$ cat config.mk
export PLATFORM = sky130hd
export DESIGN_NAME = balsa_binfunc_arbiter
export DESIGN_NICKNAME = d
export VERILOG_FILES = /design/src/rtl/balsa_arb_pkg.sv /design/src/rtl/balsa_rr_pick.sv /design/src/rtl/balsa_binfunc_arbiter.sv
export SDC_FILE = /design/constraint.sdc
export NUM_CORES = 1
export LEC_CHECK = 0
export CAP_MARGIN = 5
export CELL_PAD_IN_SITES_DETAIL_PLACEMENT = 1
export CELL_PAD_IN_SITES_GLOBAL_PLACEMENT = 2
export CORE_MARGIN = 2
export CORE_UTILIZATION = 21
export CTS_CLUSTER_DIAMETER = 40
export CTS_CLUSTER_SIZE = 40
export DETAILED_ROUTE_END_ITERATION = 6
export PLACE_DENSITY_LB_ADDON = 0.12
export SLEW_MARGIN = 20
export SYNTH_ARGS = -nofsm -noshare
export SYNTH_HDL_FRONTEND = slang
export SYNTH_SLANG_ARGS = --single-unit
$ cat constraint.sdc
create_clock -name clk -period 2.1 [get_ports clk]
set_input_delay 0.42 -clock clk [delete_from_list [all_inputs] [get_ports clk]]
set_output_delay 0.42 -clock clk [all_outputs]
set_load 0.05 [all_outputs]
$ cat src/rtl/balsa_arb_pkg.sv
// balsa_arb_pkg: shared state encoding, function-unit op codes and a width
// helper for balsa_binfunc_arbiter and its round-robin picker.
package balsa_arb_pkg;

  // Arbiter sequencing states: pick -> FU request -> FU return-to-zero -> client ack
  typedef enum logic [1:0] {
    IDLE   = 2'd0,
    ISSUE  = 2'd1,
    FU_RTZ = 2'd2,
    ACK    = 2'd3
  } arb_state_e;

  // Function-unit operation codes (carried on fu_op when op select is built in)
  localparam logic [1:0] OP_AND    = 2'd0;
  localparam logic [1:0] OP_OR     = 2'd1;
  localparam logic [1:0] OP_XOR    = 2'd2;
  localparam logic [1:0] OP_PASS_A = 2'd3;

  // Bits needed to hold an index in 0..n-1 (n >= 2)
  function automatic int clog2(input int n);
    int r;
    r = 0;
    for (int i = 0; i < 31; i++) begin
      if ((1 << i) < n) r = i + 1;
    end
    return r;
  endfunction

endpackage

$ cat src/rtl/balsa_rr_pick.sv
// balsa_rr_pick: combinational round-robin priority picker. Returns the first
// set request bit found searching upward from i_ptr, wrapping past N_REQ-1.
module balsa_rr_pick
  import balsa_arb_pkg::*;
#(
  parameter int N_REQ = 4,
  parameter int IDX_W = clog2(N_REQ)
) (
  input  logic [N_REQ-1:0] i_req,
  input  logic [IDX_W-1:0] i_ptr,
  output logic             o_valid,
  output logic [IDX_W-1:0] o_idx
);

  logic [IDX_W-1:0] w_cand;

  // Scan offsets from farthest to nearest so the nearest set bit wins last
  always_comb begin
    // NOTE: every output gets a default before the loop so no path leaves it unassigned (no latch).
    o_valid = 1'b0;
    o_idx   = '0;
    w_cand  = '0;
    for (int i = N_REQ - 1; i >= 0; i--) begin
      w_cand = IDX_W'((int'(i_ptr) + i) % N_REQ);
      if (i_req[w_cand]) begin
        o_valid = 1'b1;
        o_idx   = w_cand;
      end
    end
  end

endmodule

$ cat src/rtl/balsa_binfunc_arbiter.sv
// balsa_binfunc_arbiter: round-robin sequencer sharing one two-operand
// function unit among N_REQ four-phase bundled-data requesters.
// Optional build macro BINFUNC_ARB_OPSEL_EN adds per-requester op select
// (req_op) forwarded to the function unit on fu_op.
module balsa_binfunc_arbiter
  import balsa_arb_pkg::*;
#(
  parameter int N_REQ = 4,
  parameter int WIDTH = 8
) (
  input  logic                         clk,
  input  logic                         initialise_n,
  input  logic [N_REQ-1:0]             req_r,
  output logic [N_REQ-1:0]             req_a,
  input  logic [N_REQ*WIDTH-1:0]       req_ad,
  input  logic [N_REQ*WIDTH-1:0]       req_bd,
`ifdef BINFUNC_ARB_OPSEL_EN
  input  logic [N_REQ*2-1:0]           req_op,
  output logic [1:0]                   fu_op,
`endif
  output logic [WIDTH-1:0]             res_d,
  output logic                         fu_r,
  input  logic                         fu_a,
  output logic [WIDTH-1:0]             fu_ad,
  output logic [WIDTH-1:0]             fu_bd,
  input  logic [WIDTH-1:0]             fu_od,
  output logic                         busy,
  output logic [clog2(N_REQ)-1:0]      grant_idx
);

  localparam int IDX_W = clog2(N_REQ);

  arb_state_e       r_state;
  arb_state_e       w_state_next;
  logic [IDX_W-1:0] r_rr_ptr;
  logic [IDX_W-1:0] r_grant_idx;
  logic [IDX_W-1:0] w_ptr_next;
  logic [WIDTH-1:0] r_fu_ad;
  logic [WIDTH-1:0] r_fu_bd;
  logic [WIDTH-1:0] r_res_d;
  logic             w_pick_valid;
  logic [IDX_W-1:0] w_pick_idx;
  logic             w_latch_ops;
  logic             w_capture_res;
  logic             w_advance_ptr;
  logic [WIDTH-1:0] w_ad_slice [N_REQ];
  logic [WIDTH-1:0] w_bd_slice [N_REQ];

  for (genvar k = 0; k < N_REQ; k++) begin : g_slice
    assign w_ad_slice[k] = req_ad[k*WIDTH +: WIDTH];
    assign w_bd_slice[k] = req_bd[k*WIDTH +: WIDTH];
  end

  balsa_rr_pick #(
    .N_REQ (N_REQ),
    .IDX_W (IDX_W)
  ) u_pick (
    .i_req   (req_r),
    .i_ptr   (r_rr_ptr),
    .o_valid (w_pick_valid),
    .o_idx   (w_pick_idx)
  );

  // Winner moves to lowest priority: pointer goes one past it, wrapping at N_REQ
  assign w_ptr_next = (r_grant_idx == IDX_W'(N_REQ - 1)) ? '0 : r_grant_idx + 1'b1;

  // State register
  always_ff @(posedge clk or negedge initialise_n) begin
    // NOTE: sequential state uses non-blocking (<=) so all flops update together at the edge.
    if (!initialise_n) r_state <= IDLE;
    else               r_state <= w_state_next;
  end

  // Next-state decode and datapath enables for the four-phase handshakes
  always_comb begin
    w_state_next  = r_state;
    w_latch_ops   = 1'b0;
    w_capture_res = 1'b0;
    w_advance_ptr = 1'b0;
    case (r_state)
      IDLE: begin
        if (w_pick_valid) begin
          w_latch_ops  = 1'b1;
          w_state_next = ISSUE;
        end
      end
      ISSUE: begin
        if (fu_a) begin
          w_capture_res = 1'b1;
          w_state_next  = FU_RTZ;
        end
      end
      FU_RTZ: begin
        if (!fu_a) w_state_next = ACK;
      end
      ACK: begin
        if (!req_r[r_grant_idx]) begin
          w_advance_ptr = 1'b1;
          w_state_next  = IDLE;
        end
      end
      default: w_state_next = IDLE;
    endcase
  end

  // Grant/operand latch in IDLE, result capture on FU ack, pointer rotation on release
  always_ff @(posedge clk or negedge initialise_n) begin
    if (!initialise_n) begin
      r_grant_idx <= '0;
      r_fu_ad     <= '0;
      r_fu_bd     <= '0;
      r_res_d     <= '0;
      r_rr_ptr    <= '0;
    end else begin
      if (w_latch_ops) begin
        r_grant_idx <= w_pick_idx;
        r_fu_ad     <= w_ad_slice[w_pick_idx];
        r_fu_bd     <= w_bd_slice[w_pick_idx];
      end
      if (w_capture_res) r_res_d  <= fu_od;
      if (w_advance_ptr) r_rr_ptr <= w_ptr_next;
    end
  end

`ifdef BINFUNC_ARB_OPSEL_EN
  logic [1:0] r_fu_op;
  logic [1:0] w_op_slice [N_REQ];

  for (genvar k = 0; k < N_REQ; k++) begin : g_op_slice
    assign w_op_slice[k] = req_op[k*2 +: 2];
  end

  // Op code travels with the operands, latched at the same IDLE pick
  always_ff @(posedge clk or negedge initialise_n) begin
    if (!initialise_n)    r_fu_op <= OP_AND;
    else if (w_latch_ops) r_fu_op <= w_op_slice[w_pick_idx];
  end

  assign fu_op = r_fu_op;
`endif

  // Client ack is only ever the single granted bit, and only in ACK
  always_comb begin
    req_a = '0;
    if (r_state == ACK) req_a[r_grant_idx] = 1'b1;
  end

  assign fu_r      = (r_state == ISSUE);
  assign busy      = (r_state != IDLE);
  assign fu_ad     = r_fu_ad;
  assign fu_bd     = r_fu_bd;
  assign res_d     = r_res_d;
  assign grant_idx = r_grant_idx;

endmodule

Word level (Yosys, flattened, before mapping)

Index checks and enable logic that the tools add are counted.
W data, S select, Z words.

Mux-type cells: 39
Add/sub/neg operators: 4
Bitwise operators: 1
Reductions and logical operators: 4
Equality and inequality tests: 8
Order comparisons: 7

Operators with widths:

| operator              | number |
|---|---|
| $bmux W8 S2           | 2 |
| $mux W8               | 4 |
| $mux W2               | 9 |
| $mux W1               | 16 |
| $lt A2 B3 Y1 const B  | 5 |
| $bmux W1 S2           | 5 |
| $pmux W2 S4           | 1 |
| $eq A2 B2 Y1 const B  | 3 |
| $add A2 B1 Y2 const B | 2 |
| $add A2 B2 Y2 const B | 2 |
| $mux W4               | 1 |
| $ne A2 B1 Y1 const B  | 2 |
| $ne A2 B2 Y1 const B  | 2 |
| $reduce_and A4 Y1     | 1 |
| $ge A3 B3 Y1 const B  | 1 |
| $not A2 Y3            | 1 |
| $demux W1 S2          | 1 |
| $eq A2 B1 Y1 const B  | 1 |
| $ge A2 B1 Y1 const B  | 1 |
| $logic_not A2 Y1      | 1 |
| $reduce_bool A2 Y1    | 1 |
| $logic_and A1 B1 Y1   | 1 |

Register bits: 30
Word-level logic and storage cells: 69
Input port bits: 79
Output and inout port bits: 32

Depth between registers and ports, before layout

Word-level depth: 11
Gate-level depth with buffers: 7
Depth with buffers taken out: 6

By module

From an unflattened synthesis, not the netlist that was laid out.

Cell total of the unflattened synthesis: 125
Area, all modules: 1834.3 um^2

Modules (own cells, without submodules):

| module                | seq. area each (um^2) | cells an instance | area an instance (um^2) | times used |
|---|---|---|---|---|
| balsa_binfunc_arbiter | 750.7                 | 112               | 1756.7                  | 1 |
| balsa_rr_pick         | 0.0                   | 13                | 77.6                    | 1 |

Worst setup path before layout

Ideal clock, no wire load.

Kind: reg-to-reg
From: register r_grant_idx[0], in the netlist grant_idx[0]
To: register r_state[0]
Stages on the path, launching flop included: 5
Data required time: 2.017 ns
Slack: 0.175 ns
Data arrival time: 1.842 ns
Period minus slack after synthesis: 1.925 ns
Setup time: 0.083 ns
Buffers on the path: 0
Cells stage by stage: dfrtp_1 -> mux4_2 -> a221oi_1 -> o21ai_0 -> o21ai_0

Longest elaborated chain between the ends: 4

Ends and longest elaborated chain:

| item                               | RTL line                     | source |
|---|---|---|
| from (decl)                        | balsa_binfunc_arbiter.sv:36  | `logic [IDX_W-1:0] r_grant_idx;` |
| from (signal assigned)             | balsa_binfunc_arbiter.sv:116 | `r_grant_idx <= w_pick_idx;` |
| $bmux W1 S2                        | balsa_binfunc_arbiter.sv:97  | `if (!req_r[r_grant_idx]) begin` |
| $mux W1 (implied by the code)      | balsa_binfunc_arbiter.sv:97  |  |
| $ne A2 B2 Y1 (no source line)      | n/a                          |  |
| $reduce_and A4 Y1 (no source line) | n/a                          |  |
| to (signal assigned)               | balsa_binfunc_arbiter.sv:71  | `else r_state <= w_state_next;` |
| to (decl)                          | balsa_binfunc_arbiter.sv:33  | `arb_state_e r_state;` |

No other way between the ends. The select of a mux whose other input is x is not followed.
A chain may end at the register's enable or synchronous reset.

Worst setup path in the final report

From: input req_r[2]
To: register r_fu_ad[6], in the netlist fu_ad[6]

Longest elaborated chain between the ends: 10
Elaborated cells between the ends (all ways): 22
Those cells by class: mux (21); bitwise (1)

Ends and longest elaborated chain:

| item                                       | RTL line                     | source |
|---|---|---|
| from (decl)                                | balsa_binfunc_arbiter.sv:13  | `input logic [N_REQ-1:0] req_r,` |
| $bmux W1 S2                                | balsa_rr_pick.sv:25          | `if (i_req[w_cand]) begin` |
| $mux W1 (implied by the code)              | balsa_rr_pick.sv:25          |  |
| $mux W2 (4 in a row)                       | balsa_rr_pick.sv:25          |  |
| $not A2 Y3 (implied by the code)           | balsa_binfunc_arbiter.sv:117 | `r_fu_ad <= w_ad_slice[w_pick_idx];` |
| $bmux W8 S2                                | balsa_binfunc_arbiter.sv:117 |  |
| $mux W8 (implied by the code) (2 in a row) | balsa_binfunc_arbiter.sv:117 |  |
| to (signal assigned)                       | balsa_binfunc_arbiter.sv:117 |  |
| to (decl)                                  | balsa_binfunc_arbiter.sv:38  | `logic [WIDTH-1:0] r_fu_ad;` |

Several ways; a longest one is shown, not always the timed one. The select of a mux whose other input is x is not followed.

==> metrics.txt <==
final hold vios 0; critical path class input pin to register; Hold EP fu_bd[0]; Mapped Area 0.00180 mm²; Fillers 946; Routed WL 6030 µm; Worst Hold Launch fu_bd[0]; I/O pin cnt 111; WP data arrival 2.11 ns; CP Data Required Time 2.24 ns; Pre-antenna DRT Iters 4; post-synthesis simple-gate area fraction 7.71%; Slew @ Worst Pin 0.542 ns; Clk pin slew, worst setup/hold paths 0.07 ns; most used flip-flop cell after synthesis dfrtp_1; Chip Height 96.6 µm; Crit path max-delay family buffers and inverters; max incr delay on CP 0.55 ns; Worst slew margin 63.8%; first-pass GRT wire length 8980 µm; htree depth 2; crit-path cells clkdlybuf4s50_1 -> inv_1 -> o221a_1 -> o22ai_4 -> buf_4 -> mux2i_1 -> o221ai_1; PostCTS Resize Cnt 0; core area 0.00826 mm²; part of the cycle the worst path needs 93.7%; Worst Hold Depth 2; post-synthesis xor/xnor area fraction 0%; Hold WS 0.491 ns; Syn. warnings 0; FF-to-FF setup slack 0.48 ns; FF+latch count, synth 30; 1st-iter DRT viols 42; detailed-route DRC error count 0; Setup Skew 0.00502 ns; Via density 4.53; power per standard cell area 1450 mW/mm²; setup violators final 0; Vias 1,766; Total Routing Usage GR 12.6%; critical path startpoint category input pin; RSZ-0062 raised after global routing true; max_cap viols 0; Die X 96.6 µm; ys async rst share 100%; Routed Antenna Nets 0; DP HPWL 4780 µm; register area share after synthesis 41.7%; largest net degree at the start of global routing 31; syn nets 248; FP Rows 33; Final Net Count 372; vias in the first global route 1,804; number of synthesized flops with an enable pin 0; global placer's final weighted congestion 0.726; peak supply drop 0.525 mV; critical path endpoint category register; Max stage delay cell, worst path clkdlybuf4s50_1; Netlist cell types 26; Antenna Diode Count 0; LEAKAGE 1.47 nW; R2R Path Start r_state[1]; Skew-Pair Late Insertion Delay 0.27 ns; remaining global-route overflow 0; Routed WL per cell 15.5 µm; pre-CTS setup slack -0.207 ns; Initial Util 21.8%; R2R depth 6; Compound-Gate Fraction of Synth Area 13.7%; Area Overhead vs Synth 79.4%; # clock sinks 30; worst-path fanout max 8; area share of fa/ha/maj cells after synthesis 6.25%; Final min period 1.97 ns; min-delay worst type register to register; CTS root buf clkbuf_8; initial antenna violation count 0; number of cells produced by synthesis 160; worst r2r dst fu_bd[1]; total CTS buffers 5; share of cells above drive strength 1 16.1%; IO Port Bufs 110; largest buffer count on any clock path 2; Avg Inst Size Synth 11.3 µm²; CTS tree done; hold bufs inserted after CTS 0; CP bufs+invs 3; status finished clean; largest family of logic cells by synthesized area multiplexers; # Post-CTS Setup Buffers 0; final setup margin 0.133 ns; Max Transition Viols Final 0; Die Area 0.00933 mm²; fmax 508 MHz; mux contribution to synthesized area 25.3%
## how the worst max path moves through the flow
stage	from	end	slack, ns	cells past startpoint
floorplan	grant_idx[0]	r_state[0]	0.17	4
global placement	req_r[0]	fu_bd[0]	-0.25	7
detailed placement	req_r[0]	fu_bd[1]	-0.21	7
CTS	req_r[0]	fu_ad[3]	0.08	7
global route	req_r[2]	fu_ad[5]	-0.01	7
finish	req_r[2]	fu_ad[6]	0.13	7
## state kept, by name, indices dropped and copies added (netlist names)
register and flops:
fu_ad 8, fu_bd 8, grant_idx 2, r_rr_ptr 2, r_state 2, res_d 8
## logic make-up (layout without fill, tap and decap cells)
logic type	count (synthesis)	count (layout)
AO/OA/AOI/OAI	29	29
multiplexers	43	43
flip-flops	30	30
buffers and inverters	18	143
AND/OR/NAND/NOR	31	31
adder cells (fa/ha/maj)	9	9
## stage by stage
step	std cells	area, µm²	setup TNS, ns	power [W]	util, %
2_1_floorplan	160	1800	0	0.00307	-
3_5_place_dp	382	3130	-3.32	0.00427	37.9
3_3_place_gp	382	3130	-4.17	0.00424	37.9
5_1_grt	390	3230	-0.0210	0.00499	39.1
4_1_cts	390	3220	0	0.00477	39.0
6_report	390	3230	0	0.00467	39.1
## cells in the final DEF (no fill, tap or decap), types with 2 or more instances in the layout
| cell | instances |
|---|---|
| clkdlybuf4s50_1 | 102 |
| ha_1 | 9 |
| o21ai_0 | 4 |
| nand2b_1 | 3 |
| and2_1 | 4 |
| mux2i_1 | 32 |
| buf_12 | 5 |
| nand2_1 | 22 |
| inv_1 | 8 |
| dfrtp_1 | 30 |
| buf_4 | 19 |
| o221ai_1 | 16 |
| a21oi_1 | 2 |
| clkbuf_8 | 6 |
| mux2_2 | 10 |
## routing by layer
metal | part of all wire, % | vias up | track usage [%] | wire (µm)
met5 | 0 | - | 0 | 0
met1 | 39 | 867 | 14.6 | 2330
met2 | 52 | 63 | 22.6 | 3130
met4 | 0.45 | 0 | 2.46 | 27
met3 | 8.9 | 2 | 4.58 | 538
li1 | - | 834 | - | -
## power breakdown
| group | internal (W) | switching (W) |
|---|---|---|
| sequential | 0.000873 | 0.000175 |
| combinational | 0.00129 | 0.00186 |
| clock | 0.000264 | 0.000210 |
| total | 0.00243 | 0.00225 |
## synthesized netlist by cell type, types with 2 or more instances
master	number	area share [%]
mux2i_1	32	18
a21oi_1	2	0.56
mux2_2	10	6.3
inv_1	8	1.7
ha_1	9	6.3
o221ai_1	16	7.8
o21ai_0	4	1.1
buf_2	4	1.1
nand2b_1	3	1.0
and2_1	4	1.4
buf_6	3	1.9
nand2_1	22	4.6
dfrtp_1	30	42
## area by class of cell
class	instances	area, µm²	area share [%]
Clock buffer	7	86.3	2.67
Clock inverter	1	5.00	0.155
Inverter	9	33.8	1.05
Multi-Input combinational cell	112	960	29.7
Sequential cell	30	751	23.2
Tap cell	105	131	4.07
Timing Repair Buffer	126	1260	39.1
## worst min-delay path, cell delays in order, from the launching register on
cell,delay [ns]
dfrtp_1,0.34
nand2_1,0.05
o221ai_1,0.06
(Power assumes the default switching activity.)
